===== config.mk =====
export PLATFORM = sky130hd
export DESIGN_NAME = adxl362_spi_ctrl
export DESIGN_NICKNAME = d
export VERILOG_FILES = /design/src/rtl/adxl362_spi_ctrl.sv
export SDC_FILE = /design/constraint.sdc
export NUM_CORES = 1
export LEC_CHECK = 0
export ABC_AREA = 1
export CAP_MARGIN = 40
export CORE_ASPECT_RATIO = 1.4
export CORE_MARGIN = 5
export CORE_UTILIZATION = 54
export CTS_CLUSTER_DIAMETER = 150
export CTS_CLUSTER_SIZE = 28
export DETAILED_ROUTE_END_ITERATION = 16
export HOLD_SLACK_MARGIN = 0.02
export PLACE_DENSITY = 0.79
export RECOVER_POWER = 50
export SLEW_MARGIN = 40
export SYNTH_ARGS = -nofsm -noshare
export SYNTH_HDL_FRONTEND = slang
export SYNTH_SLANG_ARGS = --single-unit

===== constraint.sdc =====
create_clock -name clk_16mhz -period 1.98 [get_ports clk_16mhz]
set_clock_uncertainty 0.2 [all_clocks]
set_input_delay 0.297 -clock clk_16mhz [delete_from_list [all_inputs] [get_ports clk_16mhz]]
set_output_delay 0.297 -clock clk_16mhz [all_outputs]
set_load 0.05 [all_outputs]

===== src/rtl/adxl362_spi_ctrl.sv =====
// +----------------------------------------------------------------------------+
// | adxl362_spi_ctrl : SPI mode-0 slave bridging write/read commands to a regfile |
// | Revision 1.0                                                                |
// +----------------------------------------------------------------------------+
`default_nettype none

module adxl362_spi_ctrl #(
  parameter int SYNC_STAGES = 2
) (
  input  logic       clk_16mhz,
  input  logic       rst_n,
  input  logic       sclk,
  input  logic       cs_n,
  input  logic       mosi,
  output logic       miso,
  output logic [5:0] address,
  output logic       write,
  output logic [7:0] data_write,
  input  logic [7:0] data_read,
  output logic       busy
);

  typedef enum logic [2:0] {
    IDLE    = 3'd0,
    CMD     = 3'd1,
    ADDR    = 3'd2,
    WR_DATA = 3'd3,
    RD_DATA = 3'd4,
    IGNORE  = 3'd5
  } state_t;

  localparam logic [7:0] CMD_WRITE = 8'h0A;
  localparam logic [7:0] CMD_READ  = 8'h0B;

  state_t state, state_next;

  logic [SYNC_STAGES-1:0] sclk_sync, cs_sync, mosi_sync;
  logic       sclk_prev, cs_prev;
  logic       sclk_s, cs_s, mosi_s;
  logic       sclk_rise, sclk_fall, cs_fall;
  logic       active, byte_done;
  logic [2:0] bit_cnt;
  logic [7:0] rx, rx_next, tx;
  logic       rd_flag, wr_sched, inc_pend, ld_pend;

  assign sclk_s    = sclk_sync[SYNC_STAGES-1];
  assign cs_s      = cs_sync[SYNC_STAGES-1];
  assign mosi_s    = mosi_sync[SYNC_STAGES-1];
  assign sclk_rise = sclk_s & ~sclk_prev;
  assign sclk_fall = ~sclk_s & sclk_prev;
  assign cs_fall   = cs_prev & ~cs_s;
  assign active    = (state != IDLE) && !cs_s;
  assign byte_done = active && sclk_rise && (bit_cnt == 3'd7);
  assign rx_next   = {rx[6:0], mosi_s};
  assign busy      = ~cs_s;

  always_ff @(posedge clk_16mhz or negedge rst_n) begin
    if (!rst_n) begin
      sclk_sync <= '0;
      cs_sync   <= '1;
      mosi_sync <= '0;
      sclk_prev <= 1'b0;
      cs_prev   <= 1'b1;
    end else begin
      sclk_sync <= {sclk_sync[SYNC_STAGES-2:0], sclk};
      cs_sync   <= {cs_sync[SYNC_STAGES-2:0], cs_n};
      mosi_sync <= {mosi_sync[SYNC_STAGES-2:0], mosi};
      sclk_prev <= sclk_s;
      cs_prev   <= cs_s;
    end
  end

  always_ff @(posedge clk_16mhz or negedge rst_n) begin
    if (!rst_n) state <= IDLE;
    else        state <= state_next;
  end

  always_comb begin
    state_next = state;
    if (cs_s) begin
      state_next = IDLE;
    end else begin
      case (state)
        IDLE:    if (cs_fall) state_next = CMD;
        CMD:     if (byte_done)
                   state_next = (rx_next == CMD_WRITE || rx_next == CMD_READ) ? ADDR : IGNORE;
        ADDR:    if (byte_done) state_next = rd_flag ? RD_DATA : WR_DATA;
        default: state_next = state;
      endcase
    end
  end

  always_ff @(posedge clk_16mhz or negedge rst_n) begin
    if (!rst_n) begin
      bit_cnt    <= 3'd0;
      rx         <= 8'h00;
      tx         <= 8'h00;
      miso       <= 1'b0;
      address    <= 6'h00;
      data_write <= 8'h00;
      write      <= 1'b0;
      rd_flag    <= 1'b0;
      wr_sched   <= 1'b0;
      inc_pend   <= 1'b0;
      ld_pend    <= 1'b0;
    end else begin
      if (!active) begin
        bit_cnt <= 3'd0;
        rx      <= 8'h00;
      end else if (sclk_rise) begin
        bit_cnt <= bit_cnt + 3'd1;
        rx      <= rx_next;
      end

      if (state == CMD && byte_done)
        rd_flag <= (rx_next == CMD_READ);

      // Write pulse pipeline runs to completion even if cs_n rises meanwhile.
      wr_sched <= (state == WR_DATA) && byte_done;
      write    <= wr_sched;
      inc_pend <= write;

      if (state == WR_DATA && byte_done)
        data_write <= rx_next;

      if (state == ADDR && byte_done)
        address <= rx_next[5:0];
      else if ((state == RD_DATA && byte_done) || inc_pend)
        address <= address + 6'd1;

      // tx reloads the cycle after address settles on entry and per read byte.
      ld_pend <= ((state == ADDR) && byte_done && rd_flag) ||
                 ((state == RD_DATA) && byte_done);

      if (ld_pend) begin
        tx <= data_read;
      end else if (state == RD_DATA && !cs_s && sclk_fall) begin
        tx <= {tx[6:0], 1'b0};
      end

      if (state == RD_DATA && !cs_s) begin
        if (sclk_fall) miso <= tx[7];
      end else begin
        miso <= 1'b0;
      end
    end
  end

endmodule

`default_nettype wire


# [Word-level counts from Yosys, hierarchy flattened]
# Index checks and enable logic that the tools add are counted.
[word_totals] regBits=49 out_inout_bits=17 word_cells=74
[classes] add_sub_neg=2 eq_ne=12 n_mux=17 bitwise=6 n_reduce_logical=20
[ops] operator="2-to-1 mux 3 bit" count=8
[ops] operator="== test 8 x 4 -> 1 bit, second input constant" count=2
[ops] operator="2-to-1 mux 8 bit" count=2
[ops] operator="2-to-1 mux 7 bit" count=2
[ops] operator="2-to-1 mux 6 bit" count=2
[ops] operator="logical AND 1 bit" count=10
[ops] operator="inequality test 3 bit, second input constant" count=3
[ops] operator="one-hot mux 3 bit (3 select lines)" count=1
[ops] operator="adder 6 x 1 -> 6 bit, second input constant" count=1
[ops] operator="== test 3 x 2 -> 1 bit, second input constant" count=2
[ops] operator="== test 3 bit, second input constant" count=2
[ops] operator="inequality test 2 bit, second input constant" count=2
[ops] operator="AND reduction 4 bit" count=1
[ops] operator="nonzero test 2 bit" count=2
[ops] operator="nonzero test 4 bit" count=1
[ops] operator="adder 3 x 1 -> 3 bit, second input constant" count=1
[ops] operator="AND 1 bit" count=3
[ops] operator="== test 3 x 1 -> 1 bit, second input constant" count=1
[ops] operator="logical NOT 3 bit" count=1
[ops] operator="logical OR 1 bit" count=3
[ops] operator="inverter 1 bit" count=3
[ops] operator="nonzero test 3 bit" count=1
[ops] operator="2-to-1 mux 1 bit" count=2
[ops] operator="logical NOT 1 bit" count=1

# [Depth between registers and ports, before layout]
[logic_depth] depth_word=8 ltp_mapped=9

# [Worst setup path after synthesis]
# Ideal clock, no wire load.
[synth_timing] path_type="reg2reg" startpoint="reg cs_sync[1]" endpoint="reg data_write[7]" arrival_ps=1302 required_ps=1661 slack_ps=359 stages_incl_launch_ff=8 path_buffers=1 path_cell_list="dfstp_2 -> inv_2 -> nand3_4 -> nor2_8 -> nand2_4 -> buf_6 -> nand2_2 -> o21ai_2"
[synth_via] elab_chain_len=5
[synth_lines] element="start, declared" line="37" rtl="logic [SYNC_STAGES-1:0] sclk_sync, cs_sync, mosi_sync;"
[synth_lines] element="start signal, assigned" line="66" rtl="cs_sync <= {cs_sync[SYNC_STAGES-2:0], cs_n};"
[synth_lines] element="logical NOT 1 bit" line="52" rtl="assign active = (state != IDLE) && !cs_s;"
[synth_lines] element="logical AND 1 bit" line="52"
[synth_lines] element="logical AND 1 bit (2 in a row)" line="53" rtl="assign byte_done = active && sclk_rise && (bit_cnt == 3'd7);"
[synth_lines] element="logical AND 1 bit" line="123" rtl="if (state == WR_DATA && byte_done)"
[synth_lines] element="end signal, assigned" line="124" rtl="data_write <= rx_next;"
[synth_lines] element="end, declared" line="18" rtl="output logic [7:0] data_write,"
# No other way between the ends.
# A chain may end at the register's enable or synchronous reset.

# [Final worst setup path]
[layout_timing] startpoint="reg bit_cnt[0]" endpoint="reg address[2]"
[layout_via] elab_chain_len=5 word_cells_on_any_way=7
[layout_lines] element="start, declared" line="42" rtl="logic [2:0] bit_cnt;"
[layout_lines] element="start signal, assigned" line="111" rtl="bit_cnt <= bit_cnt + 3'd1;"
[layout_lines] element="== test 3 bit *" line="53"
[layout_lines] element="logical AND 1 bit *" line="53"
[layout_lines] element="logical AND 1 bit" line="128" rtl="else if ((state == RD_DATA && byte_done) || inc_pend)"
[layout_lines] element="logical OR 1 bit" line="128"
[layout_lines] element="nonzero test 2 bit (no source line)"
[layout_lines] element="end signal, assigned" line="127" rtl="address <= rx_next[5:0];"
[layout_lines] element="end signal, assigned" line="129" rtl="address <= address + 6'd1;"
[layout_lines] element="end, declared" line="16" rtl="output logic [5:0] address,"
# Every way passes the cells marked *; elsewhere a longest branch is shown, timed or not.

==> impl_metrics.yaml <==
status:
  status: "complete, no violations"
run:
  drv_cap: 0
detailed_routing:
  wl_um: 3920
  route.detailed.drc: 0
  avgViaCountPerCell: 5.13
  ant_nets: 0
  wl_per_cell_um: 12.4
  drtIter0Drc: 96
  firstDrtPassIters: 4
  vias: 1626
floorplanning:
  die-area_um2: 5460
  start_util: 0.556
  die_w_um: 63.9
  ios: 30
  std_cell_rows: 27
  die_h_um: 85.5
  core_area_um2: 3950
cells_and_area:
  drive_gt1_frac: 0.168
  layout_commonest_cell: "nand2_1"
  final_cell_mix: "nand2_1 (63), dfrtp_1 (46), nand3_1 (35)"
  final_nets: 289
  syn2layout_area_growth_pct: 18.6
  antenna_cells: 0
  fillers: 319
critical_path:
  critical_path_class: "reg2reg"
  rrSetupSlack_ps: 260
  path_max_fanout: 6
  cp_num_buf_inv: 0
  crit_required_ps: 1980
  crit_path_end_kind: "register"
  crit_family: "simple AND/OR/NAND/NOR gates"
  r2r_cells: 7
  crit_path_end: "address[2]$_DFFE_PN0P_"
  regToRegEndpoint: "address[2]$_DFFE_PN0P_"
  cp.depth: 7
  slowest_delay_ps: 370
  arrival_ps: 1710
  path_cells: "ha_1 -> ha_1 -> nand4_1 -> nor2_1 -> nand2_1 -> nand3_1 -> nand2_1"
  worstSetupStartpointType: "register"
  crit_start: "bit_cnt[0]$_DFFE_PN0P_"
  crit_slowest_cell: "dfrtp_1"
  timing.rr.start: "bit_cnt[0]$_DFFE_PN0P_"
global_routing:
  grt_max_degree: 22
  use_met2: 0.268
  grt_pass1_vias: 1586
  grt_usage: 0.159
  grtUsageMet3: 0.0371
  grt_pass1_wl_um: 6840
  antenna_found_initial: 0
  overflow: 0
  use_met1: 0.183
  grt-busiest-layer: "met2"
logic_synthesis:
  seq_area_frac_synth: 0.560
  avgSynthCellArea_um2: 9.31
  syn-num-nets: 252
  synth_cell_types: 26
  synthesis.area_um2: 2200
  ys_warn_count: 0
  synth-seq-cells: 49
  synthCells: 236
min_path:
  hold_depth: 0
  hold_class: "reg2reg"
timing:
  fin_ws_ps: 261
  relSlewSlack: 0.606
  tns_ps: 0
  rsz0062_at_grt: "false"
  setup_violations: 0
  hold_violations: 0
  tightest_slew_ps: 594
  max_freq_mhz: 582
  period_needed_ps: 1720
  drv_slew: 0
  fin_crit_sh: 0.868
cts:
  cts_root_buf: "clkbuf_8"
  h-tree-depth: 2
  insertion_delay_ps: 300
  post_cts_buffers: 0
  clk_pin_slew_ps: 90
  cts_buffers: 5
  cts_max_path_buffers: 2
  cts_sinks: 49
  tritoncts: "done"
power:
  leakage_nw: 1.39
  irDropWorstVdd_mv: 0.594
  power.density_nw_per_um2: 837
placed_design:
  gp_congestion: 0.911
  post-place-ws_ps: 254
  dp_hpwl_um: 2920
  io_buffers: 29
[cells in the mapped netlist, drive strengths merged]
| library cell | n | area, um2 |
|---|---|---|
| a21oi | 6 | 30.0 |
| buf | 1 | 11.3 |
| clkbuf | 1 | 3.75 |
| dfrtp | 46 | 1150 |
| dfstp | 3 | 78.8 |
| ha | 3 | 37.5 |
| inv | 29 | 109 |
| mux2i | 1 | 10.0 |
| nand2 | 67 | 272 |
| nand3 | 37 | 210 |
| nand3b | 1 | 7.51 |
| nand4 | 3 | 18.8 |
| nor2 | 12 | 73.8 |
| nor3 | 2 | 10.0 |
| o21ai | 13 | 95.1 |
| o22ai | 7 | 43.8 |
| xnor2 | 1 | 8.76 |
| xor2 | 3 | 26.3 |
[metal layers]
layer	routed length [um]	part of all wire
met5	0	0
met2	1920	0.49
met4	122	0.031
met1	1700	0.43
met3	188	0.048
[area by class of cell]
| type | count | area, um2 | share of cell area |
|---|---|---|---|
| inverter | 29 | 109 | 0.0418 |
| timing repair buffer | 32 | 274 | 0.105 |
| clock buffer | 6 | 82.6 | 0.0317 |
| tap | 43 | 53.8 | 0.0206 |
| multi-input combinational | 156 | 843 | 0.324 |
| clock inverter | 2 | 13.8 | 0.00528 |
| sequential | 49 | 1230 | 0.472 |
[report_power, final]
part           internal [mW]  total [mW]  switching, mW
clock                  0.283       0.601          0.318
sequential              1.09        1.15         0.0558
combinational          0.152       0.431          0.279
total                   1.53        2.18          0.653
[metrics by stage]
step | area, um2 | util | hold WS, ps | instances | total power, mW
5_1_grt | 2610 | 0.659 | 167 | 317 | 2.33
6_report | 2610 | 0.659 | 155 | 317 | 2.18
2_1_floorplan | 2200 | - | -199 | 236 | 1.49
3_3_place_gp | 2500 | 0.633 | 76.1 | 308 | 1.59
4_1_cts | 2610 | 0.660 | 158 | 317 | 2.21
3_5_place_dp | 2500 | 0.633 | 83.8 | 308 | 1.61
[logic make-up (layout without fill, tap and decap cells)]
logic type,count (synthesis),after routing,synth area share
AOI/OAI and AO/OA,26,26,0.0769
DFF,49,49,0.560
buffers and inverters,31,69,0.0564
muxes,1,1,0.00456
adders and majority gates,3,3,0.0171
and+or+nand+nor,122,122,0.269
xor gates and xnor gates,4,4,0.0159
[sequential cells by signal, summed over array words and instances, names as in the netlist]
register    cells
data_write      8
tx              8
rx              7
address         6
bit_cnt         3
state           3
cs_sync         2
mosi_sync       2
sclk_sync       2
cs_prev         1
inc_pend        1
ld_pend         1
miso            1
rd_flag         1
sclk_prev       1
wr_sched        1
write           1
[repair_timing]
item,4_1_cts,5_1_grt
hold endpoints to repair,19,0
endpoints found under the setup margin,0,3
hold buffers,1,0
resized for setup,0,3
[worst min-delay path by stage]
stage / slack [ps] / end / startpoint
floorplan: -200 / address[0]$_DFFE_PN0P_ / rst_n
global placement: 80 / wr_sched$_DFF_PN0_ / rst_n
detailed placement: 80 / wr_sched$_DFF_PN0_ / rst_n
CTS: 160 / mosi_sync[1]$_DFF_PN0_ / mosi_sync[0]$_DFF_PN0_
global route: 170 / cs_sync[1]$_DFF_PN1_ / cs_sync[0]$_DFF_PN1_
finish: 150 / mosi_sync[1]$_DFF_PN0_ / mosi_sync[0]$_DFF_PN0_
(Power assumes the default switching activity.)
